`config.mk`:
```
export PLATFORM = sky130hd
export DESIGN_NAME = param_fifo
export DESIGN_NICKNAME = d
export VERILOG_FILES = /design/src/rtl/param_fifo.sv
export SDC_FILE = /design/constraint.sdc
export NUM_CORES = 1
export LEC_CHECK = 0
export CORE_ASPECT_RATIO = 1.75
export CORE_MARGIN = 2
export CORE_UTILIZATION = 50
export DETAILED_ROUTE_END_ITERATION = 8
export PLACE_DENSITY = 0.72
export SLEW_MARGIN = 20
export SYNTH_ARGS = -nofsm -noshare
export SYNTH_HDL_FRONTEND = slang
export SYNTH_SLANG_ARGS = --single-unit
```
`constraint.sdc`:
```
create_clock -name clk -period 3.05 [get_ports clk]
set_clock_uncertainty 0.05 [all_clocks]
set_input_delay 0.305 -clock clk [delete_from_list [all_inputs] [get_ports clk]]
set_output_delay 0.305 -clock clk [all_outputs]
set_load 0.02 [all_outputs]
```
`src/rtl/param_fifo.sv`:
```
// Single-clock valid/ready FIFO with first-word-fall-through read side, any DEPTH >= 2,
// almost-full/almost-empty flags, free-slot count, synchronous flush and a high-water monitor.
module param_fifo #(
  parameter int WIDTH     = 8,
  parameter int DEPTH     = 8,
  parameter int AF_THRESH = 6,
  parameter int AE_THRESH = 1
) (
  input  logic                       clk,
  input  logic                       rst_n,
  input  logic                       flush,
  input  logic [WIDTH-1:0]           in_data,
  input  logic                       in_val,
  output logic                       in_rdy,
  output logic [WIDTH-1:0]           out_data,
  output logic                       out_val,
  input  logic                       out_rdy,
  output logic [$clog2(DEPTH+1)-1:0] count,
  output logic [$clog2(DEPTH+1)-1:0] free,
  output logic                       almost_full,
  output logic                       almost_empty,
  output logic [$clog2(DEPTH+1)-1:0] high_water,
  input  logic                       hw_clr
);

  localparam int CW = $clog2(DEPTH + 1);
  localparam int PW = $clog2(DEPTH);

  generate
    if (DEPTH < 2) begin : g_bad_depth
      $error("param_fifo: DEPTH must be >= 2");
    end
    if ((AF_THRESH < 1) || (AF_THRESH > DEPTH)) begin : g_bad_af
      $error("param_fifo: AF_THRESH must be in 1..DEPTH");
    end
    if ((AE_THRESH < 0) || (AE_THRESH > DEPTH - 1)) begin : g_bad_ae
      $error("param_fifo: AE_THRESH must be in 0..DEPTH-1");
    end
  endgenerate

  // Wrap explicitly at DEPTH-1 so non-power-of-2 depths never index past the array.
  function automatic logic [PW-1:0] ptr_inc(input logic [PW-1:0] p);
    if (p == PW'(DEPTH - 1)) begin
      return {PW{1'b0}};
    end else begin
      return p + PW'(1'b1);
    end
  endfunction

  logic [WIDTH-1:0] mem_r [DEPTH];
  logic [PW-1:0]    wr_ptr_r, rd_ptr_r, wr_ptr_next_s, rd_ptr_next_s;
  logic [CW-1:0]    count_r, count_next_s, hw_r, hw_next_s, free_r;
  logic             in_rdy_r, out_val_r, af_r, ae_r;
  logic             push_s, pop_s;

  // Handshake decode and next-state for pointers, occupancy and high-water mark.
  always_comb begin
    push_s        = in_val & in_rdy_r;
    pop_s         = out_rdy & out_val_r;
    wr_ptr_next_s = wr_ptr_r;
    rd_ptr_next_s = rd_ptr_r;
    count_next_s  = count_r;
    if (flush) begin
      wr_ptr_next_s = {PW{1'b0}};
      rd_ptr_next_s = {PW{1'b0}};
      count_next_s  = {CW{1'b0}};
    end else begin
      if (push_s) begin
        wr_ptr_next_s = ptr_inc(wr_ptr_r);
      end else begin
        wr_ptr_next_s = wr_ptr_r;
      end
      if (pop_s) begin
        rd_ptr_next_s = ptr_inc(rd_ptr_r);
      end else begin
        rd_ptr_next_s = rd_ptr_r;
      end
      case ({push_s, pop_s})
        2'b10:   count_next_s = count_r + CW'(1'b1);
        2'b01:   count_next_s = count_r - CW'(1'b1);
        default: count_next_s = count_r;
      endcase
    end
    if (hw_clr) begin
      hw_next_s = count_next_s;
    end else if (count_next_s > hw_r) begin
      hw_next_s = count_next_s;
    end else begin
      hw_next_s = hw_r;
    end
  end

  // State registers; status outputs are registered from next count so they carry no input paths.
  always_ff @(posedge clk) begin
    if (!rst_n) begin
      wr_ptr_r  <= {PW{1'b0}};
      rd_ptr_r  <= {PW{1'b0}};
      count_r   <= {CW{1'b0}};
      hw_r      <= {CW{1'b0}};
      free_r    <= CW'(DEPTH);
      in_rdy_r  <= 1'b1;
      out_val_r <= 1'b0;
      af_r      <= 1'b0;
      ae_r      <= 1'b1;
    end else begin
      wr_ptr_r  <= wr_ptr_next_s;
      rd_ptr_r  <= rd_ptr_next_s;
      count_r   <= count_next_s;
      hw_r      <= hw_next_s;
      free_r    <= CW'(DEPTH) - count_next_s;
      in_rdy_r  <= (count_next_s != CW'(DEPTH));
      out_val_r <= (count_next_s != {CW{1'b0}});
      af_r      <= (count_next_s >= CW'(AF_THRESH));
      ae_r      <= (count_next_s <= CW'(AE_THRESH));
    end
  end

  // Storage array; contents are don't-care after reset or flush since pointers are cleared.
  always_ff @(posedge clk) begin
    if (rst_n && push_s && !flush) begin
      mem_r[wr_ptr_r] <= in_data;
    end
  end

  assign in_rdy       = in_rdy_r;
  assign out_val      = out_val_r;
  assign out_data     = mem_r[rd_ptr_r];
  assign count        = count_r;
  assign free         = free_r;
  assign almost_full  = af_r;
  assign almost_empty = ae_r;
  assign high_water   = hw_r;

endmodule

```
Word-level counts from Yosys, hierarchy flattened
Memory sizes are Yosys's and may differ from the RTL's. A register that Yosys moved wholly into a read port is not among the register bits.
Cells that the tools add are included.

storage, ports and cells
  bits in registers = 22
  RAM bits = 64
  input port bits = 14
  output and inout port bits = 24
  word-level logic and storage cells = 42
  memories kept = 1

memories
  name   depth  bits a word  read ports  clocked after Yosys merged registers in  write ports  RTL line  text
  mem_r  8      8            1           1                                        1            50        logic [WIDTH-1:0] mem_r [DEPTH];

cells by class
  $add $sub $neg = 5
  $lt $le $gt $ge = 3
  equal/unequal tests = 5
  multiplexer cells = 10
  bitwise gates (word level) = 3
  reductions and logical operators = 6

operators with widths
  kind                                                                   number
  3-bit two-way mux                                                      4
  4-bit two-way mux                                                      3
  4-bit one-hot mux with 2 select lines                                  1
  3-bit by 1-bit adder with 3-bit output, second input constant          2
  3-bit == test, second input constant                                   2
  4-bit by 1-bit adder with 4-bit output, second input constant          1
  4-bit by 3-bit >= comparator with 1-bit output, second input constant  1
  4-bit greater-than comparator                                          1
  4-bit by 1-bit <= comparator with 1-bit output, second input constant  1
  4-bit != test, second input constant                                   1
  4-bit nonzero test                                                     1
  4-bit by 1-bit subtractor with 4-bit output, second input constant     1
  4-bit subtractor, first input constant                                 1
  1-bit bitwise AND                                                      2
  2-bit by 1-bit == test with 1-bit output, second input constant        1
  2-bit == test, second input constant                                   1
  1-bit logical AND                                                      2
  1-bit two-way mux                                                      2
  2-bit nonzero test                                                     1
  2-bit OR reduction                                                     1
  1-bit zero test                                                        1
  1-bit NOT                                                              1

Logic depth before layout (Yosys ltp)
  depth after elaboration = 7
  gate-level depth with buffers = 13
  mapped depth without buffers = 13

Worst setup path before layout
No wires, ideal clock.

  path type = flip-flop to flip-flop
  start point = register in_rdy_r (netlist: in_rdy)
  end point = register hw_r[0] (netlist: high_water[0])
  library setup time = 0.072 ns
  data arrival time = 2.946 ns
  setup slack = -0.018 ns
  stages on the path, launching flop included = 13
  clock period less this slack = 3.068 ns
  cells stage by stage = dfxtp_1 nand2_1 ha_1 xor2_1 ha_1 mux2i_1 nor2_1 ha_1 a21oi_1 a2111oi_0 nor3_1 o21bai_4 mux2i_1

between the ends
  word-level cells in the longest chain between the ends = 6
  elaborated cells on any way between the ends = 9

ends and longest elaborated chain
  what                                                                              RTL line  text
  start: declaration                                                                53        logic in_rdy_r, out_val_r, af_r, ae_r;
  start signal: assignment                                                          111       in_rdy_r <= (count_next_s != CW'(DEPTH));
  1-bit bitwise AND *                                                               58        push_s = in_val & in_rdy_r;
  2-bit by 1-bit == test with 1-bit output / 2-bit == test (equally long branches)  78        case ({push_s, pop_s})
  4-bit one-hot mux with 2 select lines *                                           78
  4-bit two-way mux *                                                               63        if (flush) begin
  net count_next_s[1]                                                               52        logic [CW-1:0] count_r, count_next_s, hw_r, hw_next_s, free_r;
  4-bit greater-than comparator *                                                   86        end else if (count_next_s > hw_r) begin
  2-bit nonzero test (no line) *                                                    n/a
  end signal: assignment                                                            99        hw_r <= {CW{1'b0}};
  end signal: assignment                                                            109       hw_r <= hw_next_s;
  end: declaration                                                                  52

Mark *: on every way through the listed nets, which the timed path passes. The rest lies on a longest branch. The select of a mux whose other input is x is not followed.
A chain may end at the register's enable or synchronous reset.

Worst setup path in the final report
  start point = input in_val
  end point = register hw_r[2] (netlist: high_water[2])

between the ends
  word-level cells in the longest chain between the ends = 6
  elaborated cells on any way between the ends = 9

ends and longest elaborated chain
  what                                                                              RTL line  text
  start: declaration                                                                13        input logic in_val,
  1-bit bitwise AND *                                                               58
  2-bit by 1-bit == test with 1-bit output / 2-bit == test (equally long branches)  78
  4-bit one-hot mux with 2 select lines *                                           78
  4-bit two-way mux *                                                               63
  net count_next_s[1]                                                               52
  4-bit greater-than comparator *                                                   86
  2-bit nonzero test (no line) *                                                    n/a

Marks and branches as above.

==> results.md <==
* PnR worst setup slack at 0.172 ns
* LEAKAGE at 1.66 nW
* Total Power at 2.71 mW
* Largest area contributor in the netlist: edfxtp_1
* Wire per inst at 17.1 um
* Gr ovfl total at 0
* Critical register-to-register path startpoint: in_rdy
* Final net count at 325
* Mapped Cells at 235
* First-pass GRT wire length at 10.3 mm
* Vias per inst at 5.40
* TritonRoute pass-1 iters at 4
* Cell at the root of the clock tree: clkbuf_16
* Final period utilization at 94.4%
* Max Fclk at 0.347 GHz
* Top cell type's share of synthesized area at 52.8%
* Vias at 2101
* Hold WS at 0.446 ns
* Netlist cell types at 38
* Yosys warns at 0
* Core Box Area at 7130 um^2
* Post-synth net total at 262
* Worst Setup Start Kind: primary input
* Actual slew at the worst max-slew pin at 0.449 ns
* CTS buffer count at 9
* Area delta synth->final at 27.1%
* Commonest non-fill, non-tap cell in the layout: edfxtp_1
* Final Instance Area at 4630 um^2
* Initial Util at 51.1%
* Clock sink total at 88
* Min Tclk post-route at 2.88 ns
* IO Port Bufs at 37
* CP max-delay cell: clkdlybuf4s50_1
* Share of cells above drive strength 1 at 25.4%
* Hold Startpoint: rd_ptr_r[2]
* Final number of hold-violating endpoints at 0
* Vias in the first global route at 2140
* Critical Path RT at 3.23 ns
* Worst-path clk slew at 0.06 ns
* Crit. End Element: register
* Hpwl dp at 4.72 mm
* TNS Setup at 0 ns
* CP Cell Sequence: clkdlybuf4s50_1, nand2_1, ha_4, xor2_1, ha_1, mux2i_1, nor2_2, ha_1, a211oi_2, o31ai_1, nor3_2, buf_4, mux2i_1, nor2b_1
* Fin cells at 389
* Max IR drop VDD at 0.499 mV
* Height of the chip at 117 um
* Finished Core Util at 64.9%
* Initial antenna violation count at 0
* Crit path DAT at 3.05 ns
* Max Slew Vio Count at 0
* Slew HR at 70.0%
* Crit Path Class: primary input to register
* RePlAce Congestion at 0.777
* Status: finished clean
* Antenna-violating nets left at 0
* Rows at 41
* CTS tree: built
* Largest net degree at the start of global routing at 17
* Avg Inst Size Synth at 15.5 um^2
* Diodes inserted at 0
* Htree depth at 3
* Dpl ws at -0.303 ns
* Most frequent cells in the layout: edfxtp_1 (64), clkdlybuf4s50_1 (37), dfxtp_1 (24), buf_4 (23), mux4_2 (16)
* Number of synthesized register bits at 88
* Clk Latency, worst-skew pair at 0.33 ns
* Sequential area share after synthesis at 66.0%
* Worst setup path start: in_val
* Hold WC Path Type: register to register
* DRT iter0 DRCs at 158
* Final routed DRC violation total at 0
* Max Root-Sink Buffers at 2
* Die area at 8010 um^2
* Total Wirelength at 6.66 mm
* Die X at 68.5 um
* Slowest cell delay on critical path at 0.48 ns
* Post-Place Cells at 372
* IO Count at 38
* Max_cap viols at 0
* Crit path max fanout at 5
* PwrDens at 586 nW/um^2
* Placed inst area at 4250 um^2
* Area contributors post-synth: edfxtp_1 (53%), dfxtp_1 (13%), mux4_2 (9.9%), ha_1 (4.5%), mux2_2 (2.8%)
* Mapped Area at 3640 um^2
* Final setup fails at 0
* GRT Overall Usage at 18.6%
[registers in the layout (all words and copies together) (netlist names), named ones only]
| signal | cells |
|---|---|
| almost_empty | 1 |
| almost_full | 1 |
| count | 4 |
| free | 3 |
| high_water | 4 |
| in_rdy | 1 |
| mem_r | 64 |
| out_val | 1 |
| rd_ptr_r | 3 |
| wr_ptr_r | 3 |
[critical path, delay by kind of cell]
| kind | cells | cell delay [ns] |
|---|---|---|
| fa+ha+maj | 3 | 0.83 |
| buf+inv | 2 | 0.63 |
| compound gates | 2 | 0.33 |
| mux | 2 | 0.32 |
| xor+xnor | 1 | 0.16 |
| simple gates | 4 | 0.48 |
[routing by layer]
| layer | GRT usage [%] | routed length [um] | vias up |
|---|---|---|---|
| met3 | 4.49 | 276 | 14 |
| li1 | - | - | 1012 |
| met2 | 33.8 | 3730 | 52 |
| met5 | 0 | 0 | - |
| met4 | 10.1 | 195 | 0 |
| met1 | 18.7 | 2460 | 1023 |
[power by group]
part | internal [mW] | leakage, nW | switching (mW)
sequential | 1.30 | 0.772 | 0.0153
clock | 0.704 | 0.150 | 0.410
combinational | 0.139 | 0.738 | 0.138
total | 2.15 | 1.66 | 0.563
[layout make-up]
type	count	area [um^2]
clock buffers	12	268
clock inverters	4	50.0
flip-flops and latches	88	2400
inverters	12	45.0
multi-input cells	127	1210
repair buffers	60	543
fillers	506	2500
well taps	86	108
[Yosys cell counts]
| library cell | number |
|---|---|
| nor2b_1 | 3 |
| mux2i_1 | 5 |
| a211oi_1 | 1 |
| nand3_1 | 2 |
| nand2b_1 | 3 |
| o31ai_1 | 2 |
| nor2_1 | 16 |
| a21oi_2 | 1 |
| a21oi_1 | 9 |
| or3_2 | 1 |
| inv_1 | 12 |
| buf_4 | 1 |
| edfxtp_1 | 64 |
| o21ai_0 | 1 |
| mux2_2 | 9 |
| nor3_1 | 7 |
| a2111oi_0 | 1 |
| and3b_2 | 1 |
| o31a_2 | 1 |
| mux4_2 | 16 |
| and2_2 | 1 |
| o21bai_1 | 1 |
| ha_1 | 13 |
| a211o_1 | 1 |
| xnor2_1 | 4 |
| nand2_1 | 15 |
| or3_1 | 1 |
| xor2_1 | 3 |
| clkbuf_1 | 4 |
| buf_2 | 2 |
| nand4b_1 | 1 |
| o21a_1 | 2 |
| nor3b_1 | 2 |
| dfxtp_1 | 24 |
| nor4_1 | 1 |
| o21bai_4 | 1 |
| and2_1 | 2 |
| buf_1 | 1 |
[timing repair]
item / 4_1_cts / 5_1_grt
hold buffers: 0 / 0
setup endpoints to repair: 0 / 4
gates resized for setup: 0 / 10
buffers inserted: 0 / 1
[logic make-up after synthesis]
group,Yosys count,synth area share (%)
AOI/OAI and AO/OA,21,4.12
DFF,88,66.0
xor gates and xnor gates,7,1.68
buffers and inverters,20,2.23
adders and majority gates,13,4.47
and+or+nand+nor,56,7.49
muxes,30,14.1
[final timing paths]
| kind | slack, ns | depth (start not counted) | end |
|---|---|---|---|
| setup / recovery | 0.17 | 14 | high_water[2] |
| hold / removal | 0.45 | 2 | register |
| setup reg to reg | 0.27 | 13 | high_water[2] |
| hold reg to reg | 0.45 | 2 | register |
Note: power is estimated with default switching activity, not from simulation.
